<file path="src/rtl/pipe_pkg.sv">
// ============================================================================
// Package : pipe_pkg
// Purpose : Shared types for the 5-stage pipeline hazard control slice:
//           hazard FSM state encoding, the hardwired-zero register index and
//           the hazard-cause priority encoding used by hazard_ctrl.
// Rev     : 1.0  initial release
// ============================================================================
`default_nettype none

package pipe_pkg;

  // Hazard sequencer states
  typedef enum logic {
    RUN      = 1'b0,
    MDU_WAIT = 1'b1
  } state_t;

  // $zero is hardwired, so a load to it never creates a dependency
  localparam logic [4:0] REG_ZERO = 5'd0;

  // Hazard causes seen in RUN, numerically ordered by priority
  typedef enum logic [1:0] {
    CAUSE_NONE     = 2'd0,
    CAUSE_JUMP     = 2'd1,
    CAUSE_LOAD_USE = 2'd2,
    CAUSE_BRANCH   = 2'd3
  } cause_t;

  // Branch beats load-use beats jump
  function automatic cause_t hazard_cause(input logic br_taken,
                                          input logic load_use,
                                          input logic jump);
    cause_t c;
    c = CAUSE_NONE;
    if (br_taken)      c = CAUSE_BRANCH;
    else if (load_use) c = CAUSE_LOAD_USE;
    else if (jump)     c = CAUSE_JUMP;
    return c;
  endfunction

endpackage

`default_nettype wire

</file>
<file path="src/rtl/hazard_perf_cnt.sv">
// ============================================================================
// Module  : hazard_perf_cnt
// Purpose : Pair of saturating event counters for pipeline stall and flush
//           cycles. Each counter increments once per cycle its event input is
//           high and sticks at all-ones.
// Ports   : clk        in   clock, rising edge
//           reset      in   asynchronous active-low reset (clears counters)
//           stall      in   stall event this cycle
//           flush      in   flush event this cycle
//           stall_cnt  out  CNT_W-bit stall-cycle count
//           flush_cnt  out  CNT_W-bit flush-cycle count
// Rev     : 1.0  initial release
// ============================================================================
`default_nettype none

module hazard_perf_cnt #(
  parameter int CNT_W = 32
) (
  input  logic             clk,
  input  logic             reset,
  input  logic             stall,
  input  logic             flush,
  output logic [CNT_W-1:0] stall_cnt,
  output logic [CNT_W-1:0] flush_cnt
);

  always_ff @(posedge clk or negedge reset) begin
    if (!reset) begin
      stall_cnt <= '0;
      flush_cnt <= '0;
    end else begin
      if (stall && (stall_cnt != '1)) stall_cnt <= stall_cnt + 1'b1;
      if (flush && (flush_cnt != '1)) flush_cnt <= flush_cnt + 1'b1;
    end
  end

endmodule

`default_nettype wire

</file>
<file path="src/rtl/hazard_ctrl.sv">
// ============================================================================
// Module  : hazard_ctrl
// Purpose : Hazard controller for a 5-stage MIPS pipeline. Detects load-use,
//           taken-branch/jump and multi-cycle MDU hazards and drives the PC,
//           IF/ID and ID/EX enables plus the flush/bubble lines. A two-state
//           FSM (RUN / MDU_WAIT) holds the pipeline while an MDU op is busy,
//           abandoning the wait after MDU_TIMEOUT cycles with a sticky error.
// Config  : HAZARD_PERF_EN - when defined, adds stall_cnt/flush_cnt outputs
//           backed by saturating counters (hazard_perf_cnt).
// Ports   : clk, reset (async active-low), rs_id, rt_id, use_rs_id,
//           use_rt_id, memrd_ex, rt_ex, br_taken_ex, jump_id, mdu_start_ex,
//           mdu_done -> pc_we, ifid_we, ifid_flush, idex_we, idex_null,
//           exmem_null, err_timeout [, stall_cnt, flush_cnt]
// Rev     : 1.0  initial release
// ============================================================================
`default_nettype none

module hazard_ctrl
  import pipe_pkg::*;
#(
  parameter int MDU_TIMEOUT = 64,
  parameter int CNT_W       = 32
) (
  input  logic             clk,
  input  logic             reset,
  input  logic [4:0]       rs_id,
  input  logic [4:0]       rt_id,
  input  logic             use_rs_id,
  input  logic             use_rt_id,
  input  logic             memrd_ex,
  input  logic [4:0]       rt_ex,
  input  logic             br_taken_ex,
  input  logic             jump_id,
  input  logic             mdu_start_ex,
  input  logic             mdu_done,
  output logic             pc_we,
  output logic             ifid_we,
  output logic             ifid_flush,
  output logic             idex_we,
  output logic             idex_null,
  output logic             exmem_null,
  output logic             err_timeout
`ifdef HAZARD_PERF_EN
  ,
  output logic [CNT_W-1:0] stall_cnt,
  output logic [CNT_W-1:0] flush_cnt
`endif
);

  localparam int              TIMER_W    = $clog2(MDU_TIMEOUT + 1);
  localparam logic [TIMER_W-1:0] TIMER_LAST = TIMER_W'(MDU_TIMEOUT - 1);

  state_t             state;
  logic [TIMER_W-1:0] timer;
  logic               load_use;
  cause_t             cause;

  assign load_use = memrd_ex && (rt_ex != REG_ZERO) &&
                    ((use_rs_id && (rs_id == rt_ex)) ||
                     (use_rt_id && (rt_id == rt_ex)));

  assign cause = hazard_cause(br_taken_ex, load_use, jump_id);

  // Sequencer: only state, timer and the sticky error are registered.
  // A taken branch in EX means the MDU op is being killed, so no wait.
  always_ff @(posedge clk or negedge reset) begin
    if (!reset) begin
      state       <= RUN;
      timer       <= '0;
      err_timeout <= 1'b0;
    end else begin
      case (state)
        RUN: begin
          if (mdu_start_ex && !mdu_done && !br_taken_ex) begin
            state <= MDU_WAIT;
            timer <= '0;
          end
        end
        MDU_WAIT: begin
          if (mdu_done) begin
            state <= RUN;
            timer <= '0;
          end else if (timer == TIMER_LAST) begin
            state       <= RUN;
            timer       <= '0;
            err_timeout <= 1'b1;
          end else begin
            timer <= timer + 1'b1;
          end
        end
        default: begin
          state <= RUN;
          timer <= '0;
        end
      endcase
    end
  end

  // Control lines are combinational from state and inputs. Reset is folded
  // in so the pipeline registers see bubbles while reset is held.
  always_comb begin
    pc_we      = 1'b1;
    ifid_we    = 1'b1;
    ifid_flush = 1'b0;
    idex_we    = 1'b1;
    idex_null  = 1'b0;
    exmem_null = 1'b0;
    if (!reset) begin
      pc_we      = 1'b0;
      ifid_we    = 1'b0;
      idex_we    = 1'b0;
      ifid_flush = 1'b1;
      idex_null  = 1'b1;
      exmem_null = 1'b1;
    end else if (state == MDU_WAIT) begin
      // Freeze everything up to EX; EX/MEM gets bubbles until the result lands
      if (!mdu_done) begin
        pc_we      = 1'b0;
        ifid_we    = 1'b0;
        idex_we    = 1'b0;
        exmem_null = 1'b1;
      end
    end else begin
      case (cause)
        CAUSE_BRANCH: begin
          ifid_flush = 1'b1;
          idex_null  = 1'b1;
        end
        CAUSE_LOAD_USE: begin
          // Hold PC and IF/ID; ID/EX takes a bubble, which clears memrd_ex
          pc_we     = 1'b0;
          ifid_we   = 1'b0;
          idex_null = 1'b1;
        end
        CAUSE_JUMP: begin
          ifid_flush = 1'b1;
        end
        default: begin
        end
      endcase
    end
  end

`ifdef HAZARD_PERF_EN
  hazard_perf_cnt #(
    .CNT_W (CNT_W)
  ) u_perf (
    .clk       (clk),
    .reset     (reset),
    .stall     (!pc_we),
    .flush     (ifid_flush),
    .stall_cnt (stall_cnt),
    .flush_cnt (flush_cnt)
  );
`else
  logic unused_cnt_w;
  assign unused_cnt_w = (CNT_W > 0);
`endif

endmodule

`default_nettype wire
</file>
<file path="config.mk">
export PLATFORM = sky130hd
export DESIGN_NAME = hazard_ctrl
export DESIGN_NICKNAME = d
export VERILOG_FILES = /design/src/rtl/pipe_pkg.sv /design/src/rtl/hazard_perf_cnt.sv /design/src/rtl/hazard_ctrl.sv
export SDC_FILE = /design/constraint.sdc
export NUM_CORES = 1
export LEC_CHECK = 0
export ABC_CLOCK_PERIOD_IN_PS = 1700
export CORE_MARGIN = 2
export CORE_UTILIZATION = 39
export DETAILED_ROUTE_END_ITERATION = 8
export MAX_ROUTING_LAYER = met4
export PLACE_DENSITY_LB_ADDON = 0.12
export SLEW_MARGIN = 20
export SYNTH_ARGS = -nofsm -noshare
export SYNTH_HDL_FRONTEND = slang
export SYNTH_SLANG_ARGS = --single-unit
export TNS_END_PERCENT = 1
</file>
<file path="constraint.sdc">
create_clock -name clk -period 1.7 [get_ports clk]
set_clock_uncertainty 0.1 [all_clocks]
set_input_delay 0.255 -clock clk [delete_from_list [all_inputs] [get_ports clk]]
set_output_delay 0.255 -clock clk [all_outputs]
set_load 0.1 [all_outputs]
</file>
Word level (Yosys, flattened, before mapping)

Index checks and enable logic that the tools add are counted.
Widths: inputs -> output; s select.

Shift operators: 0
Muxes and demuxes: 26
Add/sub/neg operators: 1
Div/mod/pow operators: 0
Bitwise logic cells: 2
Equal/unequal tests: 7
$mul: 0
Reduce and logical (&&, ||, !) cells: 13
Magnitude comparators: 0

Operator list:

| kind                | number |
|---|---|
| $mux 7              | 3 |
| $mux 1              | 19 |
| $pmux 7 s2          | 1 |
| $eq 5x5->1          | 2 |
| $add 7x1->7 const B | 1 |
| $eq 7x6->1 const B  | 1 |
| $logic_and 1x1->1   | 6 |
| $reduce_bool 5->1   | 1 |
| $eq 2x2->1 const B  | 2 |
| $mux 2              | 2 |
| $reduce_or 2->1     | 2 |
| $reduce_and 3->1    | 1 |
| $eq 2x1->1 const B  | 1 |
| $logic_not 1->1     | 2 |
| $ne 2x2->1 const B  | 1 |
| $not 1->1           | 2 |
| $pmux 1 s2          | 1 |
| $logic_or 1x1->1    | 1 |

ROM bits: 0
Output and inout port bits: 7
Bits in latches: 0
Bits of input ports: 24
RAM bits: 0
Register bits after elaboration: 9
Memories kept: 0

Longest topological paths before layout

Gate-level depths: netlist of the first run.

Depth after elaboration: 11
Mapped depth: 5

Worst setup path after synthesis of the first run

OpenSTA, ideal clock, no wires.

Path kind: reg2out
Start point: reg state
End point: out pc_we
Data arrival time: 5.186 ns
Setup slack: -3.841 ns
Path buffers: 1
Cell stages (with the launch flop): 6
Required time: 1.345 ns
Cells stage by stage: dfrtp_1 nor2b_1 nor2b_1 inv_1 a21oi_1 buf_4

Word-level cells in the longest chain between the ends: 2

RTL lines:

| what                   | RTL line          | text |
|---|---|---|
| from (decl)            | hazard_ctrl.sv:53 | `state_t state;` |
| from (signal assigned) | hazard_ctrl.sv:68 | `state <= RUN;` |
| from (signal assigned) | hazard_ctrl.sv:75 | `state <= MDU_WAIT;` |
| from (signal assigned) | hazard_ctrl.sv:81 | `state <= RUN;` |
| $mux 1 (2 in a row)    | --                |  |
| to (decl)              | hazard_ctrl.sv:36 | `output logic pc_we,` |

Every way passes these cells.

Worst setup path after layout of the first run

Start point: in rt_ex[3]
End point: out ifid_flush

Word-level cells in the longest chain between the ends: 11
Elaborated cells on any way between the ends: 16
Classes of those cells: eq/ne: 4; mux: 5; reduce/logical: 7

RTL lines:

| what                                            | RTL line                             | text |
|---|---|---|
| from (decl)                                     | hazard_ctrl.sv:31                    | `input logic [4:0] rt_ex,` |
| $eq 5x5->1 (on tied branches)                   | hazard_ctrl.sv:59, hazard_ctrl.sv:60 |  |
| $logic_and 1x1->1 (on tied branches)            | hazard_ctrl.sv:59, hazard_ctrl.sv:60 |  |
| $logic_or 1x1->1                                | hazard_ctrl.sv:59                    | `((use_rs_id && (rs_id == rt_ex)) \|\|` |
| $logic_and 1x1->1 (*)                           | hazard_ctrl.sv:58                    | `assign load_use = memrd_ex && (rt_ex != REG_ZERO) &&` |
| $mux 2 (*)                                      | pipe_pkg.sv:36                       | `else if (load_use) c = CAUSE_LOAD_USE;` |
| $mux 2 (*)                                      | pipe_pkg.sv:35                       | `if (br_taken) c = CAUSE_BRANCH;` |
| $eq 2x2->1 / $eq 2x1->1 (equally long branches) | hazard_ctrl.sv:124                   | `case (cause)` |
| $reduce_or 2->1 (no line) (*)                   | --                                   |  |
| $mux 1 (*)                                      | hazard_ctrl.sv:124                   |  |
| $mux 1 (*)                                      | hazard_ctrl.sv:115                   | `end else if (state == MDU_WAIT) begin` |
| $mux 1 (*)                                      | hazard_ctrl.sv:108                   | `if (!reset) begin` |
| to (decl)                                       | hazard_ctrl.sv:38                    | `output logic ifid_flush,` |

Every way passes the cells marked *; elsewhere a longest branch is shown, timed or not.

==> results of run 1 <==
==> flip-flops by register name, indices dropped and copies added, names as in the netlist <==
register / cells
err_timeout: 1
state: 1
timer: 7
==> cells by family after synthesis <==
group	count (synthesis)	share of synthesized area, %
simple gates	27	21.9
fa+ha+maj	1	1.99
buf+inv	5	3.59
xor+xnor	14	19.5
flops	9	35.9
compound gates	16	17.1
==> critical path, delay by kind of cell <==
family | cells | cell delay [ps]
AO/OA/AOI/OAI | 2 | 450
buffers and inverters | 2 | 350
AND/OR/NAND/NOR | 2 | 580
==> worst paths after layout <==
kind / endpoint / slack (ps) / depth (start not counted)
max: ifid_flush / -300 / 6
min: state / 180 / 2
max reg2reg: timer[2] / 120 / 5
min reg2reg: timer[6] / 400 / 1
max in group asynchronous: timer[3] / 1040 / 2
min in group asynchronous: timer[1] / 330 / 2
==> per-stage QoR <==
| step | cell area [um2] | std cells |
|---|---|---|
| after floorplan | 671 | 72 |
| after global routing | 1220 | 137 |
| after detailed placement | 1160 | 132 |
| final | 1220 | 137 |
| after CTS | 1190 | 136 |
| after global placement | 1160 | 132 |
==> power breakdown <==
| part | leakage (nW) | switching [mW] | internal (mW) |
|---|---|---|---|
| Combinational | 0.448 | 0.160 | 0.149 |
| Sequential | 0.124 | 0.0106 | 0.225 |
| Clock | 0.0150 | 0.0667 | 0.0899 |
==> area by class of cell <==
cell class / instances / area, um2
Inverter: 3 / 15.0
Sequential cell: 9 / 225
Tap cell: 16 / 20.0
Fill cell: 99 / 283
Clock buffer: 4 / 26.3
Timing Repair Buffer: 47 / 502
Multi-Input combinational cell: 58 / 435
==> metal layers <==
metal | part of all wire (%) | global-route usage [%] | wire (um)
met1 | 42 | 26.2 | 801
met2 | 51 | 37.4 | 983
met3 | 5.4 | 3.67 | 103
met4 | 1.1 | 7.88 | 21
met5 | 0 | - | 0
==> placed cells by master, fill, tap and decap left out, types with 3 or more instances in the layout <==
master,n
o21ai_0,5
dfrtp_1,9
clkbuf_4,3
xor2_1,4
buf_12,6
dlymetal6s2s_1,3
xnor2_1,10
nand2_1,5
clkdlybuf4s50_1,10
buf_4,17
nor2_1,8
dlygate4sd2_1,6
==> what timing repair did <==
item                                    in CTS  in global routing
gates resized for setup                     26                  7
pin swaps                                   11                  6
setup buffers                                0                  1
gates cloned                                 0                  0
endpoints found under the setup margin       5                 11
==> qor.yml, run 1 <==
outcome:
  status: "finished, violations left"
  failed_checks: "negative setup slack"
floorplan:
  num_rows: 14
  fp.dieW_um: 44.1
  initial_core_util_pct: 41.7
  die-area_um2: 1950
  io-pin-count: 31
  die_y_um: 44.1
  design.core.area_um2: 1510
global_routing:
  grt_pass1_vias: 750
  grt_max_degree: 10
  grt_pass1_wl_mm: 3.10
  grt.overflow.total: 0
  grt_antenna_before_repair: 0
  track_usage_pct: 22.0
clock_tree:
  cts_tree: "done"
  htreeDepth: 1
  cts_sinks: 9
  clk_pin_slew_ps: 60
  cts_root_buf: "clkbuf_4"
  clock_latency_ps: 250
  cts_made_buffers: 3
  clock_path_buffers: 2
  cts_hold_buf: 0
detailed_routing:
  wirelength_mm: 1.91
  vias: 710
  ant_nets: 0
  drt_iter0_drc: 7
  drtPass1Iterations: 4
  drc: 0
  viasPerCell: 5.18
  wl_per_cell_um: 13.9
yosys:
  yosys.cell_types.count: 25
  ys_ff_latch: 9
  syn-mean-instance-area_um2: 8.72
  synthArstFlopShare_pct: 100
  synth_nets: 97
  synth_top_area_share_pct: 35.9
  synth_area_um2: 628
  synth.most_common_cell: "xnor2_1"
  yosys-top-cells-area: "dfrtp_1 36%, xnor2_1 14%, xor2_1 5.6%, nor2_1 5.4%, o21ai_0 4.0%"
  ys_seq_area_share_pct: 35.9
  ys_top_cells_by_count: "10 x xnor2_1, 9 x dfrtp_1, 9 x nor2_1, 5 x nand2_1, 5 x o21ai_0"
  synth_edf_count: 0
  synthCells: 72
  yosys_warnings: 0
  synthFlopType: "dfrtp_1"
  yosysTopAreaCell: "dfrtp_1"
timing:
  tns_ps: -1090
  setup_viol: 5
  rsz0062_at_grt: "true"
  fin_crit_sh_pct: 118
  hold_ws_ps: 178
  maxSlewHeadroom_pct: 78.2
  hold_viol_final: 0
  maxSlewViolCount: 0
  fin_ws_ps: -299
  min_period_ps: 2000
  tightest_slew_ps: 324
  max_freq_mhz: 500
setup_path:
  arrival_ps: 1640
  required_ps: 1340
  crit_type: "in2out"
  critPathMaxStageDelay_ps: 530
  cp-end-kind: "output pin"
  crit_fanout: 3
  worstPathCellList: "buf_6 > or4_4 > o21ai_4 > nor2_2 > a221oi_2 > clkbuf_16"
  r2r-start: "timer[0]"
  cp_slowest_cell: "or4_4"
  worstSetupStartpoint: "rt_ex[3]"
  startpoint_type: "input pin"
layout:
  drive_gt1_share_pct: 34.7
  antenna_cells: 0
  area_growth_syn_to_layout_pct: 94.8
  fin_nets: 147
  postLayoutCoreUtil_pct: 81.2
power_and_ir_drop:
  power.density_nw_per_um2: 573
  power.static_leakage_nw: 0.587
  ir_drop_uv: 571
  power.total_mw: 0.701
placed_design:
  hpwl_mm: 1.50
  portBuffers: 30
  post-place-ws_ps: -659
  gp_congestion: 0.815
min_path:
  min-delay-start: "mdu_done"
  min-delay-path-class: "in2reg"
run:
  drv_cap: 0
No activity file was read; power rests on OpenSTA's default activity.
==> run 2: changes to the inputs <==
PLACE_DENSITY = 0.78   (was not set)
PLACE_DENSITY_LB_ADDON = not set   (was 0.12)
==> qor.yml, run 2 (synthesis gave the netlist of run 1 again) <==
outcome:
  status: "finished, violations left"
  failed_checks: "negative setup slack"
clock_tree:
  cts_sinks: 9  # unchanged
  cts_root_buf: "clkbuf_4"
  clock_latency_ps: 270  # +20 ps
  clock_path_buffers: 2  # unchanged
  htreeDepth: 1  # unchanged
  clk_pin_slew_ps: 70  # about the same
  cts_made_buffers: 3  # unchanged
  cts_tree: "done"
power_and_ir_drop:
  swShare_pct: 35.9  # +2.0 points
  intPower_mw: 0.460  # -0.82%
  power.density_nw_per_um2: 587  # +2.4%
  seq_power_share_pct: 32.9  # -0.7 points
  ir_drop_uv: 490  # -14%
  power.static_leakage_nw: 0.577  # -1.7%
  pwr-share-comb_pct: 43.1  # -1.0 points
  switching_power_mw: 0.258  # +8.4%
  clkPwrFrac_pct: 24.0  # +1.7 points
run:
  drv_cap: 0  # unchanged
setup_path:
  critPathMaxStageDelay_ps: 540  # about the same
  reg2reg_slack_ps: 160  # +40 ps
  startpoint_type: "input pin"
  cp-end-kind: "output pin"
  crit_type: "in2out"
  arrival_ps: 1600  # -40 ps
  crit_cells: 6  # unchanged
  crit_fanout: 3  # unchanged
  worstPathCellList: "buf_6 > or4_4 > o21ai_4 > nor2_4 > a221oi_4 > buf_12"
  cp_slowest_cell: "or4_4"
  crit_buf_inv: 2  # unchanged
  reg2reg_depth: 5  # unchanged
  required_ps: 1340  # about the same
  path_delay_family: "simple AND/OR/NAND/NOR gates"
layout:
  fin_area_um2: 1220  # -0.10%
  postLayoutCoreUtil_pct: 81.1  # -0.083 points
  largest_reg_flops: 7  # unchanged
  top_regs: "timer: 7 flops, err_timeout: 1 flops, state: 1 flops"
  fin_nets: 147  # unchanged
  antenna_cells: 0  # unchanged
  layout_common_cells: "16 x buf_4, 10 x dlygate4sd2_1, 9 x clkdlybuf4s50_1"
  area_growth_syn_to_layout_pct: 94.6
  regMostFlops: "timer"
  final_common_cell: "buf_4"
  drive_gt1_share_pct: 35.5  # +0.83 points
timing:
  hold_ws_ps: 239  # +60.6 ps
  hold_viol_final: 0  # unchanged
  fin_crit_sh_pct: 115  # -2.6 points
  rsz0062_at_grt: "true"
  min_period_ps: 1950  # -44.2 ps
  max_freq_mhz: 512  # +2.3%
  tightest_slew_ps: 311  # -13.0 ps
  setup_viol: 5  # unchanged
  maxSlewHeadroom_pct: 79.1  # +0.87 points
  maxSlewViolCount: 0  # unchanged
  fin_ws_ps: -255  # +44.2 ps
floorplan:
  design.core.area_um2: 1510  # unchanged
  num_rows: 14  # unchanged
  die_y_um: 44.1  # unchanged
  initial_core_util_pct: 41.7  # unchanged
  io-pin-count: 31  # unchanged
  fp.dieW_um: 44.1  # unchanged
  die-area_um2: 1950  # unchanged
global_routing:
  grt_antenna_before_repair: 0  # unchanged
  grt_max_degree: 11  # +1
  grt_pass1_wl_mm: 3.04  # -2.0%
  grt_pass1_vias: 693  # -7.6%
  track_usage_pct: 22.6  # +0.59 points
  grt.overflow.total: 0  # unchanged
detailed_routing:
  drtPass1Iterations: 4  # unchanged
  vias: 708  # -0.28%
  drc: 0  # unchanged
  drt_iter0_drc: 9  # +2
  wl_per_cell_um: 13.6  # -2.2%
  viasPerCell: 5.17  # -0.28%
  wirelength_mm: 1.87  # -2.2%
  ant_nets: 0  # unchanged
placed_design:
  post-place-ws_ps: -660  # -1.43 ps
  gp_congestion: 0.932  # +14%
  portBuffers: 30  # unchanged
  place_area_um2: 1160  # unchanged
  hpwl_mm: 1.52  # +1.3%
min_path:
  min-delay-path-class: "in2async"
[run 2: cell count changes in the layout (fill, tap and decap cells not counted), sizes merged]
| cell | delta |
|---|---|
| buf | +2 |
| clkbuf | -2 |
| clkdlybuf4s15 | -1 |
| clkdlybuf4s50 | -1 |
| clkinv | +1 |
| dlygate4sd2 | +4 |
| dlymetal6s2s | -3 |
[run 2: final cells by class]
cell class / count / area, um2
Clock buffer: 3 / 22.5
Inverter: 3 / 15.0
Timing Repair Buffer: 47 / 482
Clock inverter: 1 / 5.00
Sequential cell: 9 / 226
Tap cell: 16 / 20.0
Fill cell: 94 / 284
Multi-Input combinational cell: 58 / 452
[run 2: worst register-to-register path, stage by stage (launching register included)]
cell,delay (ps)
dfrtp_1,380
ha_1,180
and3_1,190
nand4b_1,140
a21oi_1,320
nor2_1,100
[run 2: final timing paths]
check / startpoint / end
worst max-delay path: rt_ex[3] / ifid_flush
min in group clk: timer[6] / timer[6]
max in group asynchronous: reset / timer[3]
worst max register to register: timer[0] / timer[5]
worst min-delay path: reset / state
worst min register to register: timer[6] / timer[6]
[run 2: power by group through the flow]
stage                     Clock [mW]  Combinational [mW]  Sequential, mW
after global routing           0.189               0.327           0.238
after detailed placement           0               0.304           0.239
after floorplan                    0               0.158           0.235
after global placement             0               0.298           0.238
final                          0.172               0.309           0.236
after CTS                      0.176               0.310           0.236
[run 2: what timing repair did]
action | 4_1_cts | 5_1_grt
pin swaps | 14 | 2
hold buffers | 0 | 0
setup buffers | 1 | 0
resized for setup | 35 | 2
endpoints found under the setup margin | 5 | 6
[run 2: routing by layer]
layer | track usage [%] | vias up | wire length [um]
met5 | - | - | 0
met4 | 10.9 | 0 | 41
met3 | 7.76 | 8 | 111
met2 | 32.9 | 21 | 893
met1 | 27.9 | 325 | 821
li1 | - | 354 | -
[run 2: metrics by stage]
stage          setup TNS [ps]  power [mW]  instances
5_1_grt                 -1280       0.754        137
3_3_place_gp            -2740       0.536        132
2_1_floorplan           -4150       0.393         72
3_5_place_dp            -2860       0.543        132
6_report                 -998       0.717        137
4_1_cts                 -1050       0.722        137
